<file path="config.mk">
export PLATFORM = sky130hd
export DESIGN_NAME = uart_cfg_ctrl
export DESIGN_NICKNAME = d
export VERILOG_FILES = /design/src/rtl/uart_cfg_pkg.sv /design/src/rtl/uart_cfg_timeout.sv /design/src/rtl/uart_cfg_ctrl.sv
export SDC_FILE = /design/constraint.sdc
export NUM_CORES = 1
export LEC_CHECK = 0
export CAP_MARGIN = 0
export CORE_UTILIZATION = 47
export DETAILED_ROUTE_END_ITERATION = 6
export PLACE_DENSITY = 0.71
export SYNTH_ARGS = -nofsm -noshare
export SYNTH_HDL_FRONTEND = slang
export SYNTH_HIERARCHICAL = 1
export SYNTH_SLANG_ARGS = --single-unit
export TNS_END_PERCENT = 50
</file>
<file path="constraint.sdc">
create_clock -name i_clk -period 4.67 [get_ports i_clk]
set_input_delay 0.934 -clock i_clk [delete_from_list [all_inputs] [get_ports i_clk]]
set_output_delay 0.934 -clock i_clk [all_outputs]
set_load 0.01 [all_outputs]
</file>
<file path="src/rtl/uart_cfg_pkg.sv">
// Shared constants, state encoding and helpers for the UART config controller.
package uart_cfg_pkg;

  // Frame bytes
  localparam logic [7:0] SYNC = 8'hA5;
  localparam logic [7:0] ACK  = 8'h06;
  localparam logic [7:0] NAK  = 8'h15;

  // CMD byte fields: read/write flag and the LSB of the register address
  localparam int unsigned CMD_RW_BIT   = 7;
  localparam int unsigned CMD_ADDR_LSB = 0;

  localparam int unsigned ERR_W = 8;

  typedef enum logic [2:0] {
    ST_IDLE,
    ST_CMD,
    ST_DATA,
    ST_CHK,
    ST_RESP
  } state_e;

  // Saturating increment for the error counter
  function automatic logic [ERR_W-1:0] sat_inc(input logic [ERR_W-1:0] v);
    return (v == '1) ? v : v + ERR_W'(1);
  endfunction

endpackage

</file>
<file path="src/rtl/uart_cfg_timeout.sv">
// Inter-byte timeout counter.
//   i_clk, i_rst_n : clock, async active-low reset
//   i_clr          : clear the count (takes priority)
//   i_en           : count this cycle
//   o_tc_c         : terminal count reached while enabled (combinational)
module uart_cfg_timeout #(
  parameter  int unsigned TIMEOUT_CYCLES = 100000,
  localparam int unsigned CNT_W          = $clog2(TIMEOUT_CYCLES)
) (
  input  logic i_clk,
  input  logic i_rst_n,
  input  logic i_clr,
  input  logic i_en,
  output logic o_tc_c
);

  logic [CNT_W-1:0] cnt_q, cnt_d;

  // Fires on the TIMEOUT_CYCLES-th consecutive enabled cycle
  assign o_tc_c = i_en && (cnt_q == CNT_W'(TIMEOUT_CYCLES - 1));

  always_comb begin
    cnt_d = cnt_q;
    if (i_clr || o_tc_c) begin
      cnt_d = '0;
    end else if (i_en) begin
      cnt_d = cnt_q + CNT_W'(1);
    end
  end

  always_ff @(posedge i_clk or negedge i_rst_n) begin
    if (!i_rst_n) begin
      cnt_q <= '0;
    end else begin
      cnt_q <= cnt_d;
    end
  end

endmodule

</file>
<file path="src/rtl/uart_cfg_ctrl.sv">
// Config-frame parser behind uart_rx: SYNC, CMD, [DATA], CHK -> register
// write/read with a one-byte ACK/NAK/read-data response.
//   i_clk, i_rst_n        : clock, async active-low reset
//   i_data, i_dv          : received byte and its one-cycle strobe
//   o_tx_data, o_tx_valid : response byte, held until i_tx_ready
//   o_cfg                 : flattened config registers, reg k at [k*WIDTH +: WIDTH]
//   o_cfg_upd, o_cfg_idx  : one-cycle write pulse and last written index
//   o_err_cnt             : saturating frame-error count
module uart_cfg_ctrl
  import uart_cfg_pkg::*;
#(
  parameter  int unsigned CLK_HZ         = 50000000,
  parameter  int unsigned WIDTH          = 8,
  parameter  int unsigned NUM_REGS       = 4,
  parameter  int unsigned TIMEOUT_CYCLES = 100000,
  localparam int unsigned ADDR_W         = $clog2(NUM_REGS)
) (
  input  logic                      i_clk,
  input  logic                      i_rst_n,
  input  logic [WIDTH-1:0]          i_data,
  input  logic                      i_dv,
  output logic [WIDTH-1:0]          o_tx_data,
  output logic                      o_tx_valid,
  input  logic                      i_tx_ready,
  output logic [NUM_REGS*WIDTH-1:0] o_cfg,
  output logic                      o_cfg_upd,
  output logic [ADDR_W-1:0]         o_cfg_idx,
  output logic [ERR_W-1:0]          o_err_cnt
);

  // Elaboration-time parameter sanity check
  if (CLK_HZ == 0 || WIDTH != 8 || NUM_REGS < 2 || NUM_REGS > 16 ||
      (NUM_REGS & (NUM_REGS - 1)) != 0) begin : g_param_check
    $error("uart_cfg_ctrl: unsupported parameter set");
  end

  state_e                         state_q, state_d;
  logic [WIDTH-1:0]               cmd_q, cmd_d;
  logic [WIDTH-1:0]               data_q, data_d;
  logic [NUM_REGS-1:0][WIDTH-1:0] cfg_q, cfg_d;
  logic                           cfg_upd_q, cfg_upd_d;
  logic [ADDR_W-1:0]              cfg_idx_q, cfg_idx_d;
  logic [WIDTH-1:0]               tx_data_q, tx_data_d;
  logic                           tx_valid_q, tx_valid_d;
  logic [ERR_W-1:0]               err_cnt_q, err_cnt_d;

  logic              to_en_c, to_clr_c, to_fire_c;
  logic [ADDR_W-1:0] addr_c;
  logic              is_wr_c, rsv_ok_c, chk_ok_c;

  // Timeout only runs inside a frame on cycles without a byte
  assign to_en_c  = (state_q inside {ST_CMD, ST_DATA, ST_CHK}) && !i_dv;
  assign to_clr_c = !to_en_c;

  uart_cfg_timeout #(
    .TIMEOUT_CYCLES (TIMEOUT_CYCLES)
  ) u_timeout (
    .i_clk   (i_clk),
    .i_rst_n (i_rst_n),
    .i_clr   (to_clr_c),
    .i_en    (to_en_c),
    .o_tc_c  (to_fire_c)
  );

  // CMD decode and checksum; i_data is the CHK byte when evaluated
  assign addr_c   = cmd_q[CMD_ADDR_LSB +: ADDR_W];
  assign is_wr_c  = cmd_q[CMD_RW_BIT];
  assign rsv_ok_c = (cmd_q[CMD_RW_BIT-1:CMD_ADDR_LSB+ADDR_W] == '0);
  assign chk_ok_c = is_wr_c ? (i_data == (cmd_q ^ data_q)) : (i_data == cmd_q);

  // Next-state and output logic
  always_comb begin
    state_d    = state_q;
    cmd_d      = cmd_q;
    data_d     = data_q;
    cfg_d      = cfg_q;
    cfg_upd_d  = 1'b0;
    cfg_idx_d  = cfg_idx_q;
    tx_data_d  = tx_data_q;
    tx_valid_d = tx_valid_q;
    err_cnt_d  = err_cnt_q;

    if (to_fire_c) begin
      // Abandon the frame silently apart from the error count
      state_d   = ST_IDLE;
      err_cnt_d = sat_inc(err_cnt_q);
    end else begin
      case (state_q)
        ST_IDLE: begin
          if (i_dv && i_data == WIDTH'(SYNC)) state_d = ST_CMD;
        end
        ST_CMD: begin
          if (i_dv) begin
            cmd_d   = i_data;
            state_d = i_data[CMD_RW_BIT] ? ST_DATA : ST_CHK;
          end
        end
        ST_DATA: begin
          if (i_dv) begin
            data_d  = i_data;
            state_d = ST_CHK;
          end
        end
        ST_CHK: begin
          if (i_dv) begin
            state_d    = ST_RESP;
            tx_valid_d = 1'b1;
            if (chk_ok_c && rsv_ok_c) begin
              if (is_wr_c) begin
                cfg_d[addr_c] = data_q;
                cfg_upd_d     = 1'b1;
                cfg_idx_d     = addr_c;
                tx_data_d     = WIDTH'(ACK);
              end else begin
                tx_data_d = cfg_q[addr_c];
              end
            end else begin
              tx_data_d = WIDTH'(NAK);
              err_cnt_d = sat_inc(err_cnt_q);
            end
          end
        end
        ST_RESP: begin
          // Incoming bytes are dropped here
          if (i_tx_ready) begin
            tx_valid_d = 1'b0;
            state_d    = ST_IDLE;
          end
        end
        default: state_d = ST_IDLE;
      endcase
    end
  end

  always_ff @(posedge i_clk or negedge i_rst_n) begin
    if (!i_rst_n) begin
      state_q    <= ST_IDLE;
      cmd_q      <= '0;
      data_q     <= '0;
      cfg_q      <= '0;
      cfg_upd_q  <= 1'b0;
      cfg_idx_q  <= '0;
      tx_data_q  <= '0;
      tx_valid_q <= 1'b0;
      err_cnt_q  <= '0;
    end else begin
      state_q    <= state_d;
      cmd_q      <= cmd_d;
      data_q     <= data_d;
      cfg_q      <= cfg_d;
      cfg_upd_q  <= cfg_upd_d;
      cfg_idx_q  <= cfg_idx_d;
      tx_data_q  <= tx_data_d;
      tx_valid_q <= tx_valid_d;
      err_cnt_q  <= err_cnt_d;
    end
  end

  assign o_cfg      = cfg_q;
  assign o_cfg_upd  = cfg_upd_q;
  assign o_cfg_idx  = cfg_idx_q;
  assign o_tx_data  = tx_data_q;
  assign o_tx_valid = tx_valid_q;
  assign o_err_cnt  = err_cnt_q;

endmodule

</file>
* Word-level counts from Yosys, hierarchy flattened *
Index checks and enable logic that the tools add are counted.

cells by class
  add/sub/neg operators = 2
  $lt $le $gt $ge = 2
  equality and inequality tests = 17
  multiplexer cells = 31
  bitwise operators = 2
  reductions and logical operators = 22

operators with widths
  operator               count
  $mux 8                 9
  $mux 17                2
  $bwmux 32              1
  $mux 3                 6
  $add 17x1->17 const B  1
  $eq 17x17->1 const B   1
  $bmux 8 s2             1
  $demux 8 s2            1
  $eq 8x8->1             2
  $eq 8x8->1 const B     2
  $ne 3x2->1 const B     5
  $pmux 3 s5             1
  $reduce_and 3->1       4
  $reduce_and 5->1       2
  $mux 1                 9
  $add 8x1->8 const B    1
  $reduce_bool 2->1      4
  $xor 8x8->8            1
  $eq 3x2->1 const B     2
  $logic_and 1x1->1      5
  $logic_not 5->1        1
  $ne 2x2->1 const B     2
  $reduce_and 4->1       1
  $eq 3x1->1 const B     1
  10 further kinds       11

storage, ports and cells
  flip-flop bits (word level) = 88
  input port bits = 12
  output and inout bits = 52
  logic and storage cells = 89

* Logic depth before layout (Yosys ltp) *
  depth after elaboration = 8
  gate-level depth with buffers = 12
  gate-level depth less buffers = 10

* Hierarchy *
Netlist, hierarchy kept.

by module, submodules not included
  module            times used  cells an instance  area each (um^2)  sequential area each (um^2)
  uart_cfg_ctrl     1           257                3330.7            1776.7
  uart_cfg_timeout  1           90                 913.4             425.4

* Worst setup path after synthesis *
Ideal clock, no wire load.

  kind = input -> register
  from = input port i_dv
  to = register data_q[0]
  setup time = 125 ps
  data arrival time = 3024 ps
  data required time = 4545 ps
  setup slack = 1521 ps
  stages on the path = 9
  path buffers = 2
  cells stage by stage = or3_1 > inv_1 > nand3_4 > nor4_1 > clkbuf_1 > or2_2 > clkbuf_1 > nor3_2 > mux2_2

on the way
  cells in the longest elaborated chain, start to end = 5

ends and longest elaborated chain
  what                        line                    text
  start: declaration          uart_cfg_ctrl.sv:21     input logic i_dv,
  $logic_not 1->1             uart_cfg_ctrl.sv:52     assign to_en_c = (state_q inside {ST_CMD, ST_DATA, ST_CHK}) && !i_dv;
  $logic_and 1x1->1           uart_cfg_ctrl.sv:52
  named net to_en_c           uart_cfg_ctrl.sv:47     logic to_en_c, to_clr_c, to_fire_c;
  $logic_and 1x1->1           uart_cfg_timeout.sv:20  assign o_tc_c = i_en && (cnt_q == CNT_W'(TIMEOUT_CYCLES - 1));
  named net to_fire_c         uart_cfg_ctrl.sv:47
  $not 1->1 (no line)         --
  $reduce_and 3->1 (no line)  --
  end signal: assignment      uart_cfg_ctrl.sv:149    data_q <= data_d;
  end: declaration            uart_cfg_ctrl.sv:39     logic [WIDTH-1:0] data_q, data_d;

The timed path passes the listed nets, and every way through them passes these cells.
A chain may end at the register's enable or synchronous reset.

* Worst setup path after layout *
  from = input port i_dv
  to = register cfg_q, in the netlist o_cfg[26]

on the way
  cells in the longest elaborated chain, start to end = 5

ends and longest elaborated chain
  what                        line                    text
  $logic_not 1->1             uart_cfg_ctrl.sv:52
  $logic_and 1x1->1           uart_cfg_ctrl.sv:52
  named net to_en_c           uart_cfg_ctrl.sv:47
  $logic_and 1x1->1           uart_cfg_timeout.sv:20
  named net to_fire_c         uart_cfg_ctrl.sv:47
  $not 1->1 (no line)         --
  $reduce_and 5->1 (no line)  --
  end signal: assignment      uart_cfg_ctrl.sv:150    cfg_q <= cfg_d;
  end: declaration            uart_cfg_ctrl.sv:40     logic [NUM_REGS-1:0][WIDTH-1:0] cfg_q, cfg_d;

The timed path passes the listed nets, and every way through them passes these cells.

==> flow_metrics.py <==
metrics = {
    "floorplanning": {
        "row_count": 34,
        "core_area_mm2": 0.00872,
        "die_y_um": 97.0,
        "die_x_um": 97.0,
        "ios": 64,
        "start_util": 0.487,
        "die_area_mm2": 0.00941,
    },
    "sta": {
        "min_period_over_period": 0.774,
        "finalSetupViolations": 0,
        "finalHoldViolCount": 0,
        "fmax_mhz": 277,
        "max_slew_margin": 0.264,
        "post-route-min-period_ns": 3.62,
        "slew_violations": 0,
        "finalClockSkew_ns": 0.00854,
        "finalSetupTns_ns": 0,
        "rsz0062_at_grt": "false",
        "tightest_slew_ns": 1.10,
    },
    "clock_tree": {
        "numClockSinks": 88,
        "cts_hold_buf": 0,
        "cts_buffers": 9,
        "cts_resized": 0,
        "cts-root-buf": "clkbuf_8",
        "clkTransAtPathRegs_ns": 0.09,
        "cts_max_path_buffers": 2,
        "worstSkewPairLatency_ns": 0.36,
        "htreeDepth": 3,
        "cts_setup_buffers": 0,
        "cts_tree": "yes",
    },
    "worst_setup_path": {
        "cp-start-kind": "primary input",
        "endpoint_kind": "flop",
        "crit_fanout": 9,
        "crit_required_ns": 4.92,
        "arrival_ns": 3.86,
        "path_class": "primary input to flop",
    },
    "synth": {
        "synth_top_family_by_area": "multiplexers",
        "syn_area_mm2": 0.00424,
        "yosys.area_share.xor_xnor": 0.0681,
        "avgSynthCellArea_um2": 12.2,
        "synth_cell_type_count": 51,
        "synthSimpleGateAreaFrac": 0.147,
        "yosysSeqAreaShare": 0.519,
        "synth_compound_area_frac": 0.0560,
        "synth_seq_cells": 88,
        "synthesis.instances": 347,
        "synth-adder-area-share": 0.00590,
        "syn_nets": 361,
        "yosys_warnings": 6,
        "synthMuxAreaShare": 0.183,
    },
    "placement": {
        "finalWeightedCongestion": 0.788,
        "dp.cells": 508,
        "placed_area_mm2": 0.00495,
        "dp_hpwl_um": 6430,
        "numPortBuffers": 63,
    },
    "detailed_routing": {
        "drc_errors": 0,
        "ant_nets": 0,
        "dr.pass1.iters": 4,
        "routedWlPerCell_um": 17.5,
        "vias_per_cell": 5.68,
        "vias": 2976,
        "drt_iter0_drc": 173,
        "totalWireLength_um": 9150,
    },
    "power": {
        "power.density_mw_per_mm2": 415,
        "swShare": 0.351,
        "intPower_uw": 1380,
        "seqPwrFrac": 0.512,
        "fin_total_pwr_uw": 2130,
        "pwr-share-comb": 0.261,
        "p_leak_uw": 0.00217,
        "max-vdd-ir-drop_mv": 0.244,
        "power_frac_clock": 0.227,
        "p_sw_uw": 748,
    },
    "min_path": {
        "min_path_type": "flop to flop",
    },
    "final_layout": {
        "drive_gt1_frac": 0.224,
        "syn_to_final_growth_pct": 20.9,
        "finalNetCount": 425,
        "diodes": 0,
        "layout_common_cells": "88 x dfrtp_1, 62 x clkdlybuf4s50_1, 52 x mux2_2",
        "layout_commonest_cell": "dfrtp_1",
        "stdcell_area_mm2": 0.00513,
        "instances_no_fill": 524,
    },
    "global_route": {
        "grt_pass1_wl_um": 15400,
        "antenna_found_initial": 0,
        "grt_max_degree": 89,
        "grt_usage": 0.209,
        "overflow": 0,
        "grt_pass1_vias": 2992,
    },
    "run": {
        "maxCapViolCount": 0,
    },
    "run_status": {
        "status": "finished, final reports clean",
    },
}
==> sequential cells by signal (all words and copies together) (netlist names), 2 cells and up <==
signal           cells
o_tx_data            8
o_cfg_idx            2
u_timeout/cnt_q     17
cmd_q                8
data_q               8
state_q              3
o_err_cnt            8
o_cfg               32
==> cells in the mapped netlist (all sizes together) <==
master | instances | area, um2
dfrtp | 88 | 2200
mux2 | 52 | 586
nand2 | 33 | 126
xnor2 | 31 | 272
nor2 | 23 | 86.3
o21ai | 12 | 60.1
nor3 | 9 | 55.1
inv | 8 | 30.0
mux4 | 8 | 180
a21oi | 7 | 35.0
nand4 | 7 | 56.3
nor4 | 7 | 58.8
buf | 6 | 42.5
nand3 | 6 | 42.5
clkbuf | 5 | 20.0
nand2b | 5 | 31.3
or3 | 5 | 36.3
a21o | 3 | 22.5
and3 | 3 | 18.8
nand3b | 3 | 30.0
o22a | 3 | 26.3
a41oi | 2 | 17.5
ha | 2 | 25.0
nand4b | 2 | 17.5
o41ai | 2 | 36.3
or2 | 2 | 12.5
xor2 | 2 | 17.5
a21boi | 1 | 7.51
mux2i | 1 | 10.0
nand4bb | 1 | 11.3
nor2b | 1 | 6.26
nor3b | 1 | 7.51
o2111ai | 1 | 8.76
o211ai | 1 | 7.51
o31a | 1 | 8.76
o31ai | 1 | 7.51
or4 | 1 | 11.3
or4b | 1 | 13.8
==> power by group through the flow <==
| stage | logic (uW) | registers (uW) | clock network [uW] |
|---|---|---|---|
| 6_report | 556 | 1090 | 484 |
| 5_1_grt | 610 | 1120 | 531 |
| 4_1_cts | 561 | 1090 | 495 |
| 3_5_place_dp | 558 | 1110 | 0 |
| 3_3_place_gp | 544 | 1100 | 0 |
| 2_1_floorplan | 476 | 996 | 0 |
==> worst max-delay path, cell delays in order <==
cell,delay (ns)
clkdlybuf4s50_1,0.57
or3_1,0.20
inv_1,0.14
nand3_4,0.17
nor4_1,0.10
nor2_1,0.37
nand2_1,0.16
nor4_4,0.38
and3_1,0.45
mux2_2,0.39
==> cells by family (layout without fill, tap and decap cells) <==
family | count (synthesis) | in the layout
AOI/OAI and AO/OA | 34 | 34
xor gates and xnor gates | 33 | 33
adders and majority gates | 2 | 2
buffers and inverters | 19 | 88
DFF | 88 | 88
muxes | 61 | 61
and+or+nand+nor | 110 | 110
==> area by class of cell <==
class                           count  area, um2
Tap cell                          108        135
Fill cell                         734       3590
Sequential cell                    88       2200
Timing Repair Buffer               64        636
Inverter                            8       30.0
Clock buffer                        9        124
Clock inverter                      7       56.3
Multi-Input combinational cell    240       1950
==> stage by stage <==
stage / util / setup WS, ns / hold WS (ns)
finish: 0.589 / 1.05 / 0.496
global route: 0.589 / 0.885 / 0.542
CTS: 0.589 / 1.09 / 0.504
detailed placement: 0.568 / 0.701 / 0.482
global placement: 0.568 / 0.782 / 0.478
floorplan: - / 1.52 / 0.511
==> final timing paths <==
kind	cells after the start	slack (ns)	from	to
hold / removal	2	0.50	o_tx_data[5]$_DFFE_PN0P_	o_tx_data[5]$_DFFE_PN0P_
setup / recovery	10	1.05	i_dv	o_cfg[26]$_DFFE_PN0P_
min in group asynchronous	1	0.74	i_rst_n	u_timeout/cnt_q[10]$_DFFE_PN0P_
setup reg to reg	10	1.51	state_q[1]$_DFFE_PN0P_	o_cfg[26]$_DFFE_PN0P_
hold reg to reg	2	0.50	o_tx_data[5]$_DFFE_PN0P_	o_tx_data[5]$_DFFE_PN0P_
max in group asynchronous	1	3.18	i_rst_n	u_timeout/cnt_q[5]$_DFFE_PN0P_
==> metal layers <==
metal	vias up	track usage	wire length [um]
met5	-	0	0
met4	0	0.0850	132
met3	13	0.0311	286
met2	74	0.326	4360
met1	1517	0.294	4360
li1	1372	-	-
Power figures use the tool's default switching activity.
